<file path="config.mk">
export PLATFORM = sky130hd
export DESIGN_NAME = uart_rx_core
export DESIGN_NICKNAME = d
export VERILOG_FILES = /design/src/rtl/uart_rx_core_pkg.sv /design/src/rtl/uart_sync2.sv /design/src/rtl/uart_rx_core.sv
export SDC_FILE = /design/constraint.sdc
export NUM_CORES = 1
export LEC_CHECK = 0
export CELL_PAD_IN_SITES_DETAIL_PLACEMENT = 0
export CELL_PAD_IN_SITES_GLOBAL_PLACEMENT = 2
export CORE_UTILIZATION = 33
export DETAILED_ROUTE_END_ITERATION = 10
export PLACE_DENSITY_LB_ADDON = 0.25
export SYNTH_ARGS = -nofsm -noshare
export SYNTH_HDL_FRONTEND = slang
export SYNTH_SLANG_ARGS = --single-unit
export TNS_END_PERCENT = 10
</file>
<file path="constraint.sdc">
create_clock -name clk -period 2.15 [get_ports clk]
set_input_delay 0.215 -clock clk [delete_from_list [all_inputs] [get_ports clk]]
set_output_delay 0.215 -clock clk [all_outputs]
set_load 0.02 [all_outputs]
</file>
<file path="src/rtl/uart_rx_core_pkg.sv">
// rtl/uart_rx_core_pkg.sv - shared UART codes: parity modes, FSM encodings, counter width helper
package uart_rx_core_pkg;

   localparam int PAR_NONE = 0;
   localparam int PAR_EVEN = 1;
   localparam int PAR_ODD  = 2;

   localparam logic [2:0] ST_IDLE   = 3'd0;
   localparam logic [2:0] ST_START  = 3'd1;
   localparam logic [2:0] ST_DATA   = 3'd2;
   localparam logic [2:0] ST_PARITY = 3'd3;
   localparam logic [2:0] ST_STOP   = 3'd4;
   localparam logic [2:0] ST_LOAD   = 3'd5;

   typedef struct packed {
      logic parity;
      logic frame;
   } rx_err_t;

   function automatic int os_cnt_w(input int osr);
      return $clog2(osr);
   endfunction

endpackage

</file>
<file path="src/rtl/uart_sync2.sv">
// rtl/uart_sync2.sv - two-flop synchroniser with parameterised reset value
module uart_sync2 #(
   parameter logic RST_VAL = 1'b1
) (
   input  logic clk,
   input  logic rst_n,
   input  logic d_i,
   output logic q_o
);

   logic meta_q;
   logic sync_q;

   always_ff @(posedge clk or negedge rst_n) begin
      if (!rst_n) begin
         meta_q <= RST_VAL;
         sync_q <= RST_VAL;
      end else begin
         meta_q <= d_i;
         sync_q <= meta_q;
      end
   end

   assign q_o = sync_q;

endmodule

</file>
<file path="src/rtl/uart_rx_core.sv">
// rtl/uart_rx_core.sv - oversampling UART receiver with majority vote and valid/ready holding register
module uart_rx_core
   import uart_rx_core_pkg::*;
#(
   parameter int DATA_W    = 8,
   parameter int OSR       = 16,
   parameter int PARITY    = PAR_NONE,
   parameter int STOP_BITS = 1
) (
   input  logic              clk,
   input  logic              rst,
   input  logic              rx_en,
   input  logic              rx_in,
   input  logic              os_tick,
   output logic [DATA_W-1:0] rx_data,
   output logic              rx_valid,
   input  logic              rx_ready,
   output logic              parity_err,
   output logic              frame_err,
   output logic              overrun,
   output logic              busy
);

   localparam int CNT_W = 4;
   localparam int OS_W  = os_cnt_w(OSR);

   localparam logic [OS_W-1:0]  OS_LAST   = OS_W'(OSR - 1);
   localparam logic [OS_W-1:0]  OS_SAMP_LO = OS_W'(OSR / 2 - 1);
   localparam logic [OS_W-1:0]  OS_SAMP_HI = OS_W'(OSR / 2 + 1);
   localparam logic [CNT_W-1:0] DATA_LAST = CNT_W'(DATA_W - 1);
   localparam logic [CNT_W-1:0] STOP_LAST = CNT_W'(STOP_BITS - 1);

   logic              rx_s;
   logic              rx_prev_q;
   logic              fall;
   logic              period_end;
   logic              vote;

   logic [2:0]        state_q,   state_d;
   logic [OS_W-1:0]   os_cnt_q,  os_cnt_d;
   logic [CNT_W-1:0]  bit_cnt_q, bit_cnt_d;
   logic [2:0]        samp_q,    samp_d;
   logic [DATA_W-1:0] shift_q,   shift_d;
   rx_err_t           err_q,     err_d;

   logic [DATA_W-1:0] rx_data_q,  rx_data_d;
   logic              rx_valid_q, rx_valid_d;
   rx_err_t           out_err_q,  out_err_d;
   logic              overrun_q,  overrun_d;
   logic              load_ok;
   logic              handshake;

   uart_sync2 #(
      .RST_VAL (1'b1)
   ) u_sync_rx (
      .clk   (clk),
      .rst_n (rst),
      .d_i   (rx_in),
      .q_o   (rx_s)
   );

   // Re-arming needs a real 1->0 edge, so a held-low break cannot restart frames.
   assign fall       = rx_prev_q & ~rx_s;
   assign period_end = os_tick & (os_cnt_q == OS_LAST);
   assign vote       = (samp_q[0] & samp_q[1]) | (samp_q[0] & samp_q[2]) | (samp_q[1] & samp_q[2]);

   always_comb begin
      state_d   = state_q;
      os_cnt_d  = os_cnt_q;
      bit_cnt_d = bit_cnt_q;
      samp_d    = samp_q;
      shift_d   = shift_q;
      err_d     = err_q;

      if (state_q != ST_IDLE && state_q != ST_LOAD && os_tick) begin
         os_cnt_d = period_end ? '0 : os_cnt_q + OS_W'(1);
         if (os_cnt_q >= OS_SAMP_LO && os_cnt_q <= OS_SAMP_HI) begin
            samp_d = {samp_q[1:0], rx_s};
         end
      end

      case (state_q)
         ST_IDLE: begin
            if (fall) begin
               state_d  = ST_START;
               os_cnt_d = '0;
               err_d    = '0;
            end
         end
         ST_START: begin
            if (period_end) begin
               if (vote) begin
                  state_d = ST_IDLE;
               end else begin
                  state_d   = ST_DATA;
                  bit_cnt_d = '0;
               end
            end
         end
         ST_DATA: begin
            if (period_end) begin
               shift_d = {vote, shift_q[DATA_W-1:1]};
               if (bit_cnt_q == DATA_LAST) begin
                  state_d   = (PARITY != PAR_NONE) ? ST_PARITY : ST_STOP;
                  bit_cnt_d = '0;
               end else begin
                  bit_cnt_d = bit_cnt_q + CNT_W'(1);
               end
            end
         end
         ST_PARITY: begin
            if (period_end) begin
               err_d.parity = ((vote ^ (^shift_q)) != (PARITY == PAR_ODD));
               state_d      = ST_STOP;
            end
         end
         ST_STOP: begin
            if (period_end) begin
               if (!vote) begin
                  err_d.frame = 1'b1;
               end
               if (bit_cnt_q == STOP_LAST) begin
                  state_d = ST_LOAD;
               end else begin
                  bit_cnt_d = bit_cnt_q + CNT_W'(1);
               end
            end
         end
         ST_LOAD: state_d = ST_IDLE;
         default: state_d = ST_IDLE;
      endcase

      if (!rx_en) begin
         state_d = ST_IDLE;
      end
   end

   // Output holding register: a completed frame only lands when the slot is free or draining now.
   assign handshake = rx_valid_q & rx_ready;
   assign load_ok   = ~rx_valid_q | rx_ready;

   always_comb begin
      rx_data_d  = rx_data_q;
      out_err_d  = out_err_q;
      rx_valid_d = rx_valid_q & ~rx_ready;
      overrun_d  = overrun_q;

      if (handshake) begin
         overrun_d = 1'b0;
      end
      if (state_q == ST_LOAD) begin
         if (load_ok) begin
            rx_data_d  = shift_q;
            out_err_d  = err_q;
            rx_valid_d = 1'b1;
         end else begin
            overrun_d = 1'b1;
         end
      end
   end

   always_ff @(posedge clk or negedge rst) begin
      if (!rst) begin
         rx_prev_q  <= 1'b1;
         state_q    <= ST_IDLE;
         os_cnt_q   <= '0;
         bit_cnt_q  <= '0;
         samp_q     <= '0;
         shift_q    <= '0;
         err_q      <= '0;
         rx_data_q  <= '0;
         rx_valid_q <= 1'b0;
         out_err_q  <= '0;
         overrun_q  <= 1'b0;
      end else begin
         rx_prev_q  <= rx_s;
         state_q    <= state_d;
         os_cnt_q   <= os_cnt_d;
         bit_cnt_q  <= bit_cnt_d;
         samp_q     <= samp_d;
         shift_q    <= shift_d;
         err_q      <= err_d;
         rx_data_q  <= rx_data_d;
         rx_valid_q <= rx_valid_d;
         out_err_q  <= out_err_d;
         overrun_q  <= overrun_d;
      end
   end

   assign rx_data    = rx_data_q;
   assign rx_valid   = rx_valid_q;
   assign parity_err = out_err_q.parity;
   assign frame_err  = out_err_q.frame;
   assign overrun    = overrun_q;
   assign busy       = (state_q != ST_IDLE);

endmodule

</file>
# Yosys cells after proc, flatten, opt, wreduce, memory -nomap -nowiden
# Index checks and enable logic that the tools add are counted.
[word_totals]
register_bits = 39
latchBits = 0
mem_bits_rw = 0
rom_bits = 0
in_bits = 6
output_inout_bits = 13
wordCells = 105
n_memories = 0
[classes]
add_sub_neg = 2
n_mul = 0
div = 0
magnitude_cmp = 2
n_eq_ne = 23
shifts = 0
mux = 32
n_bitwise = 14
reduce_logical = 17
[op_table]
columns = ["cell", "count"]
rows = [
  ["4-bit two-way mux", 10],
  ["3-bit two-way mux", 8],
  ["3-bit != test (second input constant)", 8],
  ["2-bit != test (second input constant)", 8],
  ["3-bit one-hot mux with 5 select lines", 1],
  ["4-bit one-hot mux with 3 select lines", 1],
  ["4-bit by 1-bit adder with 4-bit output (second input constant)", 2],
  ["1-bit two-way mux", 8],
  ["8-bit parity", 1],
  ["1-bit bitwise AND", 7],
  ["7-bit AND reduction", 1],
  ["3-bit by 2-bit == test with 1-bit output (second input constant)", 2],
  ["3-bit == test (second input constant)", 2],
  ["2-bit AND reduction", 3],
  ["6-bit AND reduction", 1],
  ["3-bit nonzero test", 2],
  ["4-bit by 3-bit == test with 1-bit output (second input constant)", 1],
  ["4-bit == test (second input constant)", 1],
  ["4-bit by 3-bit >= comparator with 1-bit output (second input constant)", 1],
  ["4-bit <= comparator (second input constant)", 1],
  ["4-bit zero test", 1],
  ["2-bit two-way mux", 2],
  ["1-bit one-hot mux with 2 select lines", 2],
  ["4-bit AND reduction", 1],
  ["8 further kinds", 15],
]

# Depth between registers and ports, before layout
# Gate-level depths: netlist of the first run.
[logic_depth]
word_depth = 7
ltp_mapped = 6
depth_no_buf = 6

# Hierarchy
# From an unflattened synthesis of the first run, not the netlist that was laid out.
[unflattened]
hier_cells = 164
area_unflattened_um2 = 1979.4
[by_module_without_submodules]
columns = ["module", "n_inst", "cells_per_inst", "area_each_um2", "seq_area_each_um2"]
rows = [
  ["uart_rx_core", 1, 162, 1926.8, 927.1],
  ["uart_sync2", 1, 2, 52.6, 52.6],
]

# Worst setup path after synthesis of the first run
# OpenSTA, ideal clock, no wires.
[synth_path]
path_type = "register to register"
startpoint = "register state_q[2]"
endpoint = "register samp_q[0]"
setup_time_ns = 0.125
arrival_ns = 1.586
required_ns = 2.025
path_slack_ns = 0.439
path_stages_with_launch = 6
synth_period_minus_slack_ns = 1.711
cell_sequence = "dfrtp_1 -> buf_2 -> xor2_1 -> o21ai_0 -> o21bai_1 -> mux2_2"
[synth_between]
elab_chain_cells = 4
word_cells_on_any_way = 5
classes_between = "eq/ne (1); reduce/logical (4)"
[synth_rtl]
columns = ["element", "line", "text"]
rows = [
  ["start: declaration", "uart_rx_core.sv:39", "logic [2:0] state_q, state_d;"],
  ["start signal: assignment", "uart_rx_core.sv:177", "state_q <= state_d;"],
  ["3-bit != test or 3-bit nonzero test (tied branches)", "uart_rx_core.sv:75", "if (state_q != ST_IDLE && state_q != ST_LOAD && os_tick) begin"],
  ["1-bit logical AND * (2 in a row)", "uart_rx_core.sv:75", ""],
  ["2-bit AND reduction (no line) *", "-", ""],
  ["end signal: assignment", "uart_rx_core.sv:180", "samp_q <= samp_d;"],
  ["end: declaration", "uart_rx_core.sv:42", "logic [2:0] samp_q, samp_d;"],
]
# Mark *: on every way between the ends. The rest lies on a longest branch, timed or not.
# A chain may end at the register's enable or synchronous reset.

# Final worst setup path of the first run
[layout_path]
startpoint = "register state_q[0]"
endpoint = "output port busy"
[layout_between]
elab_chain_cells = 1
[layout_rtl]
columns = ["element", "line", "text"]
rows = [
  ["3-bit nonzero test", "uart_rx_core.sv:195", "assign busy = (state_q != ST_IDLE);"],
  ["end: declaration", "uart_rx_core.sv:21", "output logic busy"],
]
# No other way between the ends.

==> summary.md, run 1 <==
| Metric | Value |
|---|---|
| Final HPWL DP | `2.71 mm` |
| Status | `finished, final reports clean` |
| Num rows | `27` |
| Post-Synth Adder-Cell Area | `3.83%` |
| Critical path arrival | `1.83 ns` |
| Fin crit share | `95.3%` |
| Max-slew headroom | `42.5%` |
| Simple-gate share of the synthesized area | `12.9%` |
| Global route overflow | `0` |
| Final ANT Viol Nets | `0` |
| Final Power | `1400 µW` |
| Reg clk slew, reported paths | `0.08 ns` |
| Endpoints failing setup | `0` |
| Mux cell area share after synthesis | `13.3%` |
| CP Launch Type | `register` |
| Drt first pass iters | `4` |
| Warnings from Yosys | `0` |
| Die area | `6150 µm²` |
| Setup WS pre-CTS | `0.339 ns` |
| Area grow syn2layout | `18.6%` |
| Synthesis-stage register bit count | `39` |
| Fin. max-slew vios | `0` |
| Measured slew at the worst slew-check pin | `0.863 ns` |
| Mean Syn Cell Area | `11.7 µm²` |
| Antenna violations before repair | `0` |
| Sequential share of the synthesized area | `50.8%` |
| PortBufs | `18` |
| Filler cells | `542` |
| Starting Density | `34.6%` |
| Largest family of logic cells by synthesized area | `multiplexers` |
| Clock Path Buffers | `2` |
| First-pass GRT wire length | `6.53 mm` |
| Origin of the critical flop-to-flop path | `state_q[0]` |
| Fmax | `0.488 GHz` |
| Pin count of the biggest net entering global routing | `40` |
| Post-cts sizing count | `0` |
| Number of global-route vias before repair | `1,364` |
| Data required, critical path | `1.93 ns` |
| Num CTS Buffers | `5` |
| RD Place Congestion | `0.803` |
| Post-synth net total | `176` |
| Antenna diodes | `0` |
| Final count of hold timing violations | `0` |
| Final WL | `3.79 mm` |
| Initial DRC Count | `71` |
| Final net count | `200` |
| Min Tclk post-route | `2.05 ns` |
| RSZ-0062 raised after global routing | `false` |
| Worst Hold Class | `input port to asynchronous set/reset pin` |
| Die Ht | `78.4 µm` |
| DR vias/cell | `5.07` |
| Worst vdd ir | `0.389 mV` |
| Number of enable flip-flop cells after synthesis | `0` |
| Maxcap violations | `0` |
| Worst Skew | `0.00590 ns` |
| Synth Area in Compound Gates | `10.4%` |
| Critical Path Fanout Max | `14` |
| CP Capture Type | `primary output` |
| Setup Fix Bufs, Post-CTS | `0` |
| Most frequent cells in the layout | `36 x dfrtp_1, 21 x mux2_2, 17 x clkdlybuf4s50_1` |
| Critical R2R Capture | `bit_cnt_q[0]` |
| R2R cell count | `4` |
| PD cells | `611 nW/µm²` |
| Layout cells sized above 1 | `22.1%` |
| Worst skew pair latency | `0.29 ns` |
| Unique cell type count in the Yosys netlist | `49` |
| Lkg Pwr | `0.00103 µW` |
| Setup WS post-layout | `0.101 ns` |
| Setup Crit Path Kind | `register to primary output` |
| Synth Instances | `165` |
| Hold_buf cts | `0` |
| Post-synth design cell area | `1930 µm²` |
| Clock sinks | `39` |
| I/O pins | `19` |
| Root buffer cell | `clkbuf_8` |
| DRC | `0` |
| Vias | `1,328` |
| H-tree depth | `2` |
| Setup TNS | `0 ns` |
| Synth Area in XOR/XNOR | `5.26%` |
| DP Cell Count | `254` |
| Die X | `78.4 µm` |
| Overall Global Routing Usage | `13.9%` |
| Util after Layout | `41.0%` |
| Leading cell type in the layout, fill and taps excluded | `dfrtp_1` |
| Most used DFF post-synth | `dfrtp_1` |
| Non-filler cells, final | `262` |
| CTS tree | `yes` |
| Flop-to-flop setup slack | `0.33 ns` |
| Fraction of registers with async set/reset | `100%` |
| Core area | `5570 µm²` |
| Wire length per cell | `14.5 µm` |
-- worst max-delay path by stage --
stage,startpoint,to,cells past startpoint
2_1_floorplan,state_q[2],samp_q[0],5
3_3_place_gp,bit_cnt_q[0],bit_cnt_q[3],6
3_5_place_dp,state_q[2],err_q[0],3
4_1_cts,state_q[2],busy,2
5_1_grt,state_q[2],busy,2
6_report,state_q[0],busy,2
-- critical path: stages (launching register included) --
cell             delay (ns)
dfrtp_1                0.53
or3_1                  0.47
clkdlybuf4s50_1        0.55
-- cell type report --
cell class	count	area [µm²]	share of cell area [%]
tap	72	90.1	3.94
inverter	11	41.3	1.81
multi-input combinational	110	880	38.5
clock buffer	5	68.8	3.01
sequential	39	980	42.9
timing repair buffer	22	205	8.98
clock inverter	3	20.0	0.876
-- per-stage QoR --
step | instance area, µm² | hold WS, ns
floorplan | 1930 | -0.0806
global placement | 2200 | 0.347
detailed placement | 2200 | 0.352
CTS | 2280 | 0.0721
global route | 2280 | 0.0937
finish | 2280 | 0.0285
-- flip-flops by register name, summed over array words and instances, names as in the netlist, 2 cells and up --
register	flops
samp_q	3
shift_q	8
err_q	2
bit_cnt_q	4
rx_data	8
os_cnt_q	4
state_q	3
-- logic make-up (layout without fill, tap and decap cells) --
logic type / after synthesis / count (layout)
AND/OR/NAND/NOR: 42 / 42
flip-flops: 39 / 39
AO/OA/AOI/OAI: 29 / 29
multiplexers: 23 / 23
buffers and inverters: 16 / 41
XOR/XNOR: 10 / 10
adder cells (fa/ha/maj): 6 / 6
-- report_power, final --
| group | switching, µW | leakage (µW) | internal, µW |
|---|---|---|---|
| registers | 24.1 | 0.000526 | 752 |
| logic | 73.5 | 0.000467 | 56.0 |
| clock network | 264 | 0.0000402 | 226 |
-- cells in the mapped netlist (all sizes together), types with 2 or more instances --
master   count  share of area [%]
dfrtp       36                 47
mux2        21                 12
inv         11                2.1
a21oi        8                2.3
xnor2        7                3.2
nand2        6                1.2
nor2         6                1.2
ha           5                3.2
o21ai        5                1.3
buf          4                1.2
or3          4                1.4
dfstp        3                4.1
nand2b       3               0.97
nand3        3               0.78
nand4        3               0.97
nor2b        3               0.97
nor3b        3                1.2
mux2i        2                1.0
nand4b       2               0.91
nor3         2               0.52
o21bai       2               0.78
o2bb2ai      2               0.91
xor2         2               0.91
-- per-layer routing --
metal,wire (µm),GRT usage (%),vias up,part of all wire (%)
met5,0,0,-,0
met4,36,4.63,0,0.95
met3,102,3.37,4,2.7
met2,1840,22.5,18,49
met1,1810,18.0,669,48
li1,-,-,637,-
Note: power is estimated with default switching activity, not from simulation.
==> run 2, diff against run 1 <==
--- a/config.mk
+++ b/config.mk
@@ -5,9 +5,10 @@
 export SDC_FILE = /design/constraint.sdc
 export NUM_CORES = 1
 export LEC_CHECK = 0
+export CAP_MARGIN = 20
 export CELL_PAD_IN_SITES_DETAIL_PLACEMENT = 0
 export CELL_PAD_IN_SITES_GLOBAL_PLACEMENT = 2
-export CORE_UTILIZATION = 33
+export CORE_UTILIZATION = 38
 export DETAILED_ROUTE_END_ITERATION = 10
 export PLACE_DENSITY_LB_ADDON = 0.25
 export SYNTH_ARGS = -nofsm -noshare
==> run 2 against run 1 <==
Clock power increased by 31%. Wire length decreased by 5.7%. Sequential power about the same. Count of clock-buffer cells in the layout increased by 1. Critical path depth unchanged. First-iteration DRC count decreased by 7.0%. Global-route usage increased by 1.6 points. Design area increased by 0.82%. Sequential cell count unchanged. Total power increased by 11%. Utilization increased by 7.1 points. Die area decreased by 13%. Critical endpoint unchanged.
==> summary.md, run 2 (synthesized netlist as in run 1, its figures left out) <==
| Metric | Value |
|---|---|
| Leading cell type in the layout, fill and taps excluded | `dfrtp_1` |
| Measured slew at the worst slew-check pin | `0.858 ns (-0.00485 ns)` |
| Min Tclk post-route | `2.06 ns (+0.0107 ns)` |
| Layout cells sized above 1 | `21.7% (-0.41 points)` |
| Final HPWL DP | `2.53 mm (-6.6%)` |
| Die area | `5360 µm² (-13%)` |
| Number of global-route vias before repair | `1,314 (-3.7%)` |
| Antenna diodes | `0 (unchanged)` |
| Worst Skew | `0.00646 ns (+0.000561 ns)` |
| Overall Global Routing Usage | `15.4% (+1.6 points)` |
| Num CTS Buffers | `5 (unchanged)` |
| Antenna violations before repair | `0 (unchanged)` |
| DR vias/cell | `5.17 (+2.0%)` |
| Global route overflow | `0 (unchanged)` |
| Vias | `1,323 (-0.38%)` |
| Root buffer cell | `clkbuf_8` |
| Final net count | `199 (-0.50%)` |
| Maxcap violations | `0 (unchanged)` |
| Clock sinks | `39 (unchanged)` |
| Worst vdd ir | `0.370 mV (-4.8%)` |
| Multi-input logic area | `880 µm² (unchanged)` |
| PD cells | `671 nW/µm² (+9.9%)` |
| Die X | `73.2 µm (-6.6%)` |
| RD Place Congestion | `0.822 (+2.4%)` |
| RSZ-0062 raised after global routing | `false` |
| Critical Path Fanout Max | `14 (unchanged)` |
| Worst Hold Class | `input port to asynchronous set/reset pin` |
| Status | `finished, final reports clean` |
| Data required, critical path | `1.93 ns (about the same)` |
| Setup Crit Path Kind | `register to primary output` |
| Setup TNS | `0 ns (unchanged)` |
| Most frequent cells in the layout | `36 x dfrtp_1, 21 x mux2_2, 17 x clkdlybuf4s50_1` |
| I/O pins | `19 (unchanged)` |
| Lkg Pwr | `0.00105 µW (+1.6%)` |
| CP Capture Type | `primary output` |
| Num rows | `25 (-7.4%)` |
| Drt first pass iters | `4 (unchanged)` |
| Initial DRC Count | `66 (-7.0%)` |
| Final ANT Viol Nets | `0 (unchanged)` |
| Die Ht | `73.2 µm (-6.6%)` |
| Starting Density | `40.3% (+5.7 points)` |
| Fin crit share | `95.8% (+0.50 points)` |
| CP Launch Type | `register` |
| Wire length per cell | `14.0 µm (-3.5%)` |
| PortBufs | `18 (unchanged)` |
| H-tree depth | `2 (unchanged)` |
| Hold_buf cts | `0 (unchanged)` |
| Endpoints failing setup | `0 (unchanged)` |
| Fin. max-slew vios | `0 (unchanged)` |
| Setup Fix Bufs, Post-CTS | `0 (unchanged)` |
| Critical path arrival | `1.84 ns (about the same)` |
| Clock Path Buffers | `2 (unchanged)` |
| Pin count of the biggest net entering global routing | `40 (unchanged)` |
| Area grow syn2layout | `19.5%` |
| Worst skew pair latency | `0.29 ns (about the same)` |
| DRC | `0 (unchanged)` |
| Reg clk slew, reported paths | `0.08 ns (about the same)` |
| FF+latch area | `980 µm² (unchanged)` |
| Final WL | `3.57 mm (-5.7%)` |
| Flop-to-flop setup slack | `0.34 ns (about the same)` |
| Max-slew headroom | `42.8% (+0.32 points)` |
| First-pass GRT wire length | `6.15 mm (-5.8%)` |
| Core area | `4790 µm² (-14%)` |
| Final count of hold timing violations | `0 (unchanged)` |
| CTS tree | `yes` |
| Fmax | `0.486 GHz (-0.52%)` |
| Filler cells | `456 (-16%)` |
| Post-cts sizing count | `0 (unchanged)` |
| Final Power | `1550 µW (+11%)` |
run 2: cell count changes in the layout (fill, tap and decap cells not counted), sizes merged:
cell | before | now
clkbuf | 5 | 6
bufinv | 0 | 1
clkinvlp | 2 | 0
inv | 11 | 12
buf | 5 | 4
clkinv | 1 | 0
run 2: final cells by class:
type	instances	share of cell area [%]
clock inverter	2	1.68
timing repair buffer	21	8.58
clock buffer	6	3.59
inverter	11	1.79
sequential	39	42.5
multi-input combinational	110	38.2
tap	67	3.64
run 2: per-stage QoR:
stage	hold WS (ns)	util, %	instances	cell area (µm²)	setup slack (ns)
2_1_floorplan	-0.0806	-	165	1930	0.439
3_3_place_gp	0.350	45.6	248	2180	0.330
3_5_place_dp	0.347	45.6	248	2180	0.361
4_1_cts	0.0612	48.1	256	2300	0.0815
5_1_grt	0.118	48.1	256	2300	0.00898
6_report	0.0327	48.1	256	2300	0.0903
run 2: layer usage:
metal / track usage [%] / vias up / share of wire [%] / wire length (µm)
met5: 0 / - / 0 / 0
met4: 5.88 / 0 / 1.6 / 57
met3: 4.42 / 8 / 3.9 / 140
met2: 24.3 / 29 / 47 / 1700
met1: 20.1 / 648 / 47 / 1680
li1: - / 638 / - / -
run 2: worst max-delay path, cell delays in order, from the launching register on:
cell and delay (ns):
dfrtp_1 0.53, or3_1 0.46, clkdlybuf4s50_1 0.56
run 2: path summary, 6_finish.rpt:
kind                            cells after the start        startpoint          endpoint
worst max-delay path                                2        state_q[0]              busy
worst min-delay path                                1               rst        shift_q[6]
worst max register to register                      4        state_q[1]      bit_cnt_q[0]
worst min register to register                      0  u_sync_rx.meta_q     u_sync_rx.q_o
max in group asynchronous                           1               rst       os_cnt_q[3]
min in group clk                                    1             rx_in  u_sync_rx.meta_q
run 2: where the power goes:
group / leakage [µW] / total (µW) / switching [µW] / internal [µW]
sequential: 0.000526 / 778 / 25.8 / 752
clock: 0.0000618 / 644 / 263 / 382
combinational: 0.000461 / 124 / 69.3 / 54.3
==> run 3, diff against run 2 <==
--- a/config.mk
+++ b/config.mk
@@ -5,10 +5,11 @@
 export SDC_FILE = /design/constraint.sdc
 export NUM_CORES = 1
 export LEC_CHECK = 0
+export ABC_AREA = 1
 export CAP_MARGIN = 20
 export CELL_PAD_IN_SITES_DETAIL_PLACEMENT = 0
 export CELL_PAD_IN_SITES_GLOBAL_PLACEMENT = 2
-export CORE_UTILIZATION = 38
+export CORE_UTILIZATION = 34
 export DETAILED_ROUTE_END_ITERATION = 10
 export PLACE_DENSITY_LB_ADDON = 0.25
 export SYNTH_ARGS = -nofsm -noshare
==> run 3 against run 2 <==
Wire length is 8.9% higher. Largest cell class unchanged. Combinational power up 150%. Area after synthesis grew 3.5%. Worst hold slack improved by 0.28 ns. Sequential share of layout area decreased by 0.99 points.
==> summary.md, run 3 <==
| Metric | Value |
|---|---|
| Worst Skew | `0.00945 ns (+0.00299 ns)` |
| RSZ-0062 raised after global routing | `false` |
| Final ANT Viol Nets | `0 (unchanged)` |
| Synth Area in Compound Gates | `9.28% (-1.1 points)` |
| Die X | `78.6 µm (+7.3%)` |
| Final Power | `1610 µW (+4.1%)` |
| Worst skew pair latency | `0.29 ns (about the same)` |
| Post-synth net total | `248 (+41%)` |
| Vias | `1,517 (+15%)` |
| Unique cell type count in the Yosys netlist | `29 (-41%)` |
| Layout cells sized above 1 | `14.4% (-7.3 points)` |
| Non-filler cells, final | `336 (+31%)` |
| Critical Path Fanout Max | `5 (-9)` |
| CTS tree | `yes` |
| Num CTS Buffers | `5 (unchanged)` |
| Flop-to-flop setup slack | `0.59 ns (+0.25 ns)` |
| Mux cell area share after synthesis | `0.565% (-13 points)` |
| DR vias/cell | `4.51 (-13%)` |
| Fin crit share | `87.1% (-8.7 points)` |
| Pin count of the biggest net entering global routing | `31 (-23%)` |
| DP Cell Count | `327 (+32%)` |
| Final net count | `274 (+38%)` |
| CP Capture Type | `primary output` |
| I/O pins | `19 (unchanged)` |
| RD Place Congestion | `0.724 (-12%)` |
| Post-Synth Adder-Cell Area | `3.14% (-0.69 points)` |
| FF+latch area | `980 µm² (unchanged)` |
| Num rows | `27 (+8.0%)` |
| Root buffer cell | `clkbuf_8` |
| Critical R2R Capture | `state_q[2]` |
| Endpoints failing setup | `0 (unchanged)` |
| Die Ht | `78.6 µm (+7.3%)` |
| Wire length per cell | `11.6 µm (-17%)` |
| Fin. max-slew vios | `0 (unchanged)` |
| Synth Area in XOR/XNOR | `2.20% (-3.1 points)` |
| Leading cell type in the layout, fill and taps excluded | `nand2_1` |
| Crit path cell chain | `nor2_2 -> nand2_4 -> clkdlybuf4s50_1` |
| Max stage delay on crit path | `0.55 ns (about the same)` |
| DRC | `0 (unchanged)` |
| Sequential share of the synthesized area | `49.1% (-1.7 points)` |
| Initial DRC Count | `69 (+4.5%)` |
| Most frequent cells in the layout | `70 x nand2_1, 36 x dfrtp_1, 26 x inv_1` |
| Synth Instances | `237 (+44%)` |
| Setup Fix Bufs, Post-CTS | `0 (unchanged)` |
| Final HPWL DP | `2.86 mm (+13%)` |
| Die area | `6180 µm² (+15%)` |
| Number of enable flip-flop cells after synthesis | `0 (unchanged)` |
| Simple-gate share of the synthesized area | `29.3% (+16 points)` |
| Reg clk slew, reported paths | `0.08 ns (about the same)` |
| PD cells | `682 nW/µm² (+1.7%)` |
| Final WL | `3.89 mm (+8.9%)` |
| Count leader, synth | `nand2_1` |
| Number of global-route vias before repair | `1,479 (+13%)` |
| Fraction of registers with async set/reset | `100% (unchanged)` |
| Status | `finished, final reports clean` |
| First-pass GRT wire length | `6.91 mm (+12%)` |
| Most used DFF post-synth | `dfrtp_1` |
| Max stage delay cell, worst path | `clkdlybuf4s50_1` |
| Fmax | `0.534 GHz (+10%)` |
| Min Tclk post-route | `1.87 ns (-0.187 ns)` |
| Top area cells in the synthesized netlist | `dfrtp_1 45%, nand2_1 13%, o21ai_0 5.3%, inv_1 4.9%, dfstp_2 4.0%` |
| Global route overflow | `0 (unchanged)` |
| Setup crit end | `busy` |
| Area grow syn2layout | `18.3%` |
| Antenna violations before repair | `0 (unchanged)` |
| Origin of the critical flop-to-flop path | `bit_cnt_q[0]` |
| Final count of hold timing violations | `0 (unchanged)` |
| Overall Global Routing Usage | `14.4% (-1.0 points)` |
| Worst setup path startpoint | `state_q[1]` |
| Core area | `5570 µm² (+16%)` |
| Lkg Pwr | `0.00113 µW (+7.6%)` |
| Critical path arrival | `1.66 ns (-0.18 ns)` |
| Data required, critical path | `1.93 ns (about the same)` |
| Setup Crit Path Kind | `register to primary output` |
| Synthesis-stage register bit count | `39 (unchanged)` |
| Largest family of logic cells by synthesized area | `simple AND/OR/NAND/NOR gates` |
| Antenna diodes | `0 (unchanged)` |
| Clock Path Buffers | `2 (unchanged)` |
| Filler cells | `585 (+28%)` |
| Maxcap violations | `0 (unchanged)` |
| H-tree depth | `2 (unchanged)` |
| Synth top area share | `45.2% (-1.6 points)` |
| Post-synth design cell area | `1990 µm² (+3.5%)` |
| Worst Hold Class | `input port to asynchronous set/reset pin` |
| Drt first pass iters | `4 (unchanged)` |
| Yosys top cell by area | `dfrtp_1` |
| Setup TNS | `0 ns (unchanged)` |
| Measured slew at the worst slew-check pin | `0.398 ns (-0.459 ns)` |
| Multi-input logic area | `887 µm² (+0.85%)` |
| Clock sinks | `39 (unchanged)` |
| PortBufs | `18 (unchanged)` |
| Starting Density | `35.8% (-4.5 points)` |
| Max-slew headroom | `73.4% (+31 points)` |
| Most frequent cells after synthesis | `70 x nand2_1, 36 x dfrtp_1, 26 x inv_1, 21 x o21ai_0, 14 x nor2_1` |
| Warnings from Yosys | `0 (unchanged)` |
| R2R cell count | `8 (+4)` |
| CP Launch Type | `register` |
| Mean Syn Cell Area | `8.42 µm² (-28%)` |
| Worst vdd ir | `0.327 mV (-12%)` |
## run 3: cell count changes in the layout (fill, tap and decap cells not counted), sizes merged, moves of 3 or more
| cell | change |
|---|---|
| nand2b | -3 |
| mux2 | -20 |
| o21ai | +23 |
| nand4 | +3 |
| xnor2 | -4 |
| nor2b | -3 |
| inv | +18 |
| or3 | -4 |
| nor2 | +14 |
| nand2 | +70 |
| nand3 | +11 |
## run 3: power by group
part           internal (µW)  switching [µW]  total, µW
clock network            226             271        497
registers                771            34.4        805
logic                    112             194        307
total                   1110             500       1610
## run 3: worst max-delay path: cells and delay by family, from the launching register on
| family | cells | cell delay, ns |
|---|---|---|
| buffers and inverters | 1 | 0.55 |
| flip-flops | 1 | 0.46 |
| AND/OR/NAND/NOR | 2 | 0.35 |
## run 3: stage by stage
| step | worst slack [ns] | utilization [%] | hold slack (ns) | cell area, µm² |
|---|---|---|---|---|
| 5_1_grt | 0.214 | 42.3 | 0.311 | 2360 |
| 2_1_floorplan | 0.743 | - | -0.0806 | 1990 |
| 6_report | 0.278 | 42.3 | 0.308 | 2360 |
| 3_5_place_dp | 0.459 | 40.5 | 0.100 | 2260 |
| 4_1_cts | 0.270 | 42.3 | 0.315 | 2360 |
| 3_3_place_gp | 0.479 | 40.5 | 0.0984 | 2260 |
## run 3: area by class of cell
type | count | area share (%)
repair buffers | 21 | 8.49
clock inverters | 3 | 0.849
multi-input cells | 166 | 37.6
well taps | 72 | 3.82
inverters | 30 | 4.77
clock buffers | 5 | 2.92
flip-flops and latches | 39 | 41.5
## run 3: metal layers
layer	routed length (µm)	track usage, %	vias up	part of all wire [%]
met5	0	0	-	0
met4	44	5.00	0	1.1
met3	91	3.49	5	2.3
met2	1710	21.8	13	44
met1	2050	19.9	693	53
li1	-	-	806	-
## run 3: cell families after synthesis
family | after synthesis
AO/OA/AOI/OAI | 35
XOR/XNOR | 5
adder cells (fa/ha/maj) | 5
buffers and inverters | 32
flip-flops | 39
multiplexers | 1
AND/OR/NAND/NOR | 120
## run 3: worst min path at each step
stage          start          endpoint  cells after the start
2_1_floorplan    rst      bit_cnt_q[0]                      0
3_3_place_gp     rst        rx_data[0]                      1
3_5_place_dp     rst        rx_data[1]                      1
4_1_cts          rst        rx_data[1]                      2
5_1_grt        rx_in  u_sync_rx.meta_q                      1
6_report         rst        rx_data[1]                      2
## run 3: timing repair
action                    in CTS  in global routing
hold endpoints to repair       9                  0
gates resized for setup        0                  0
hold buffers                   1                  0
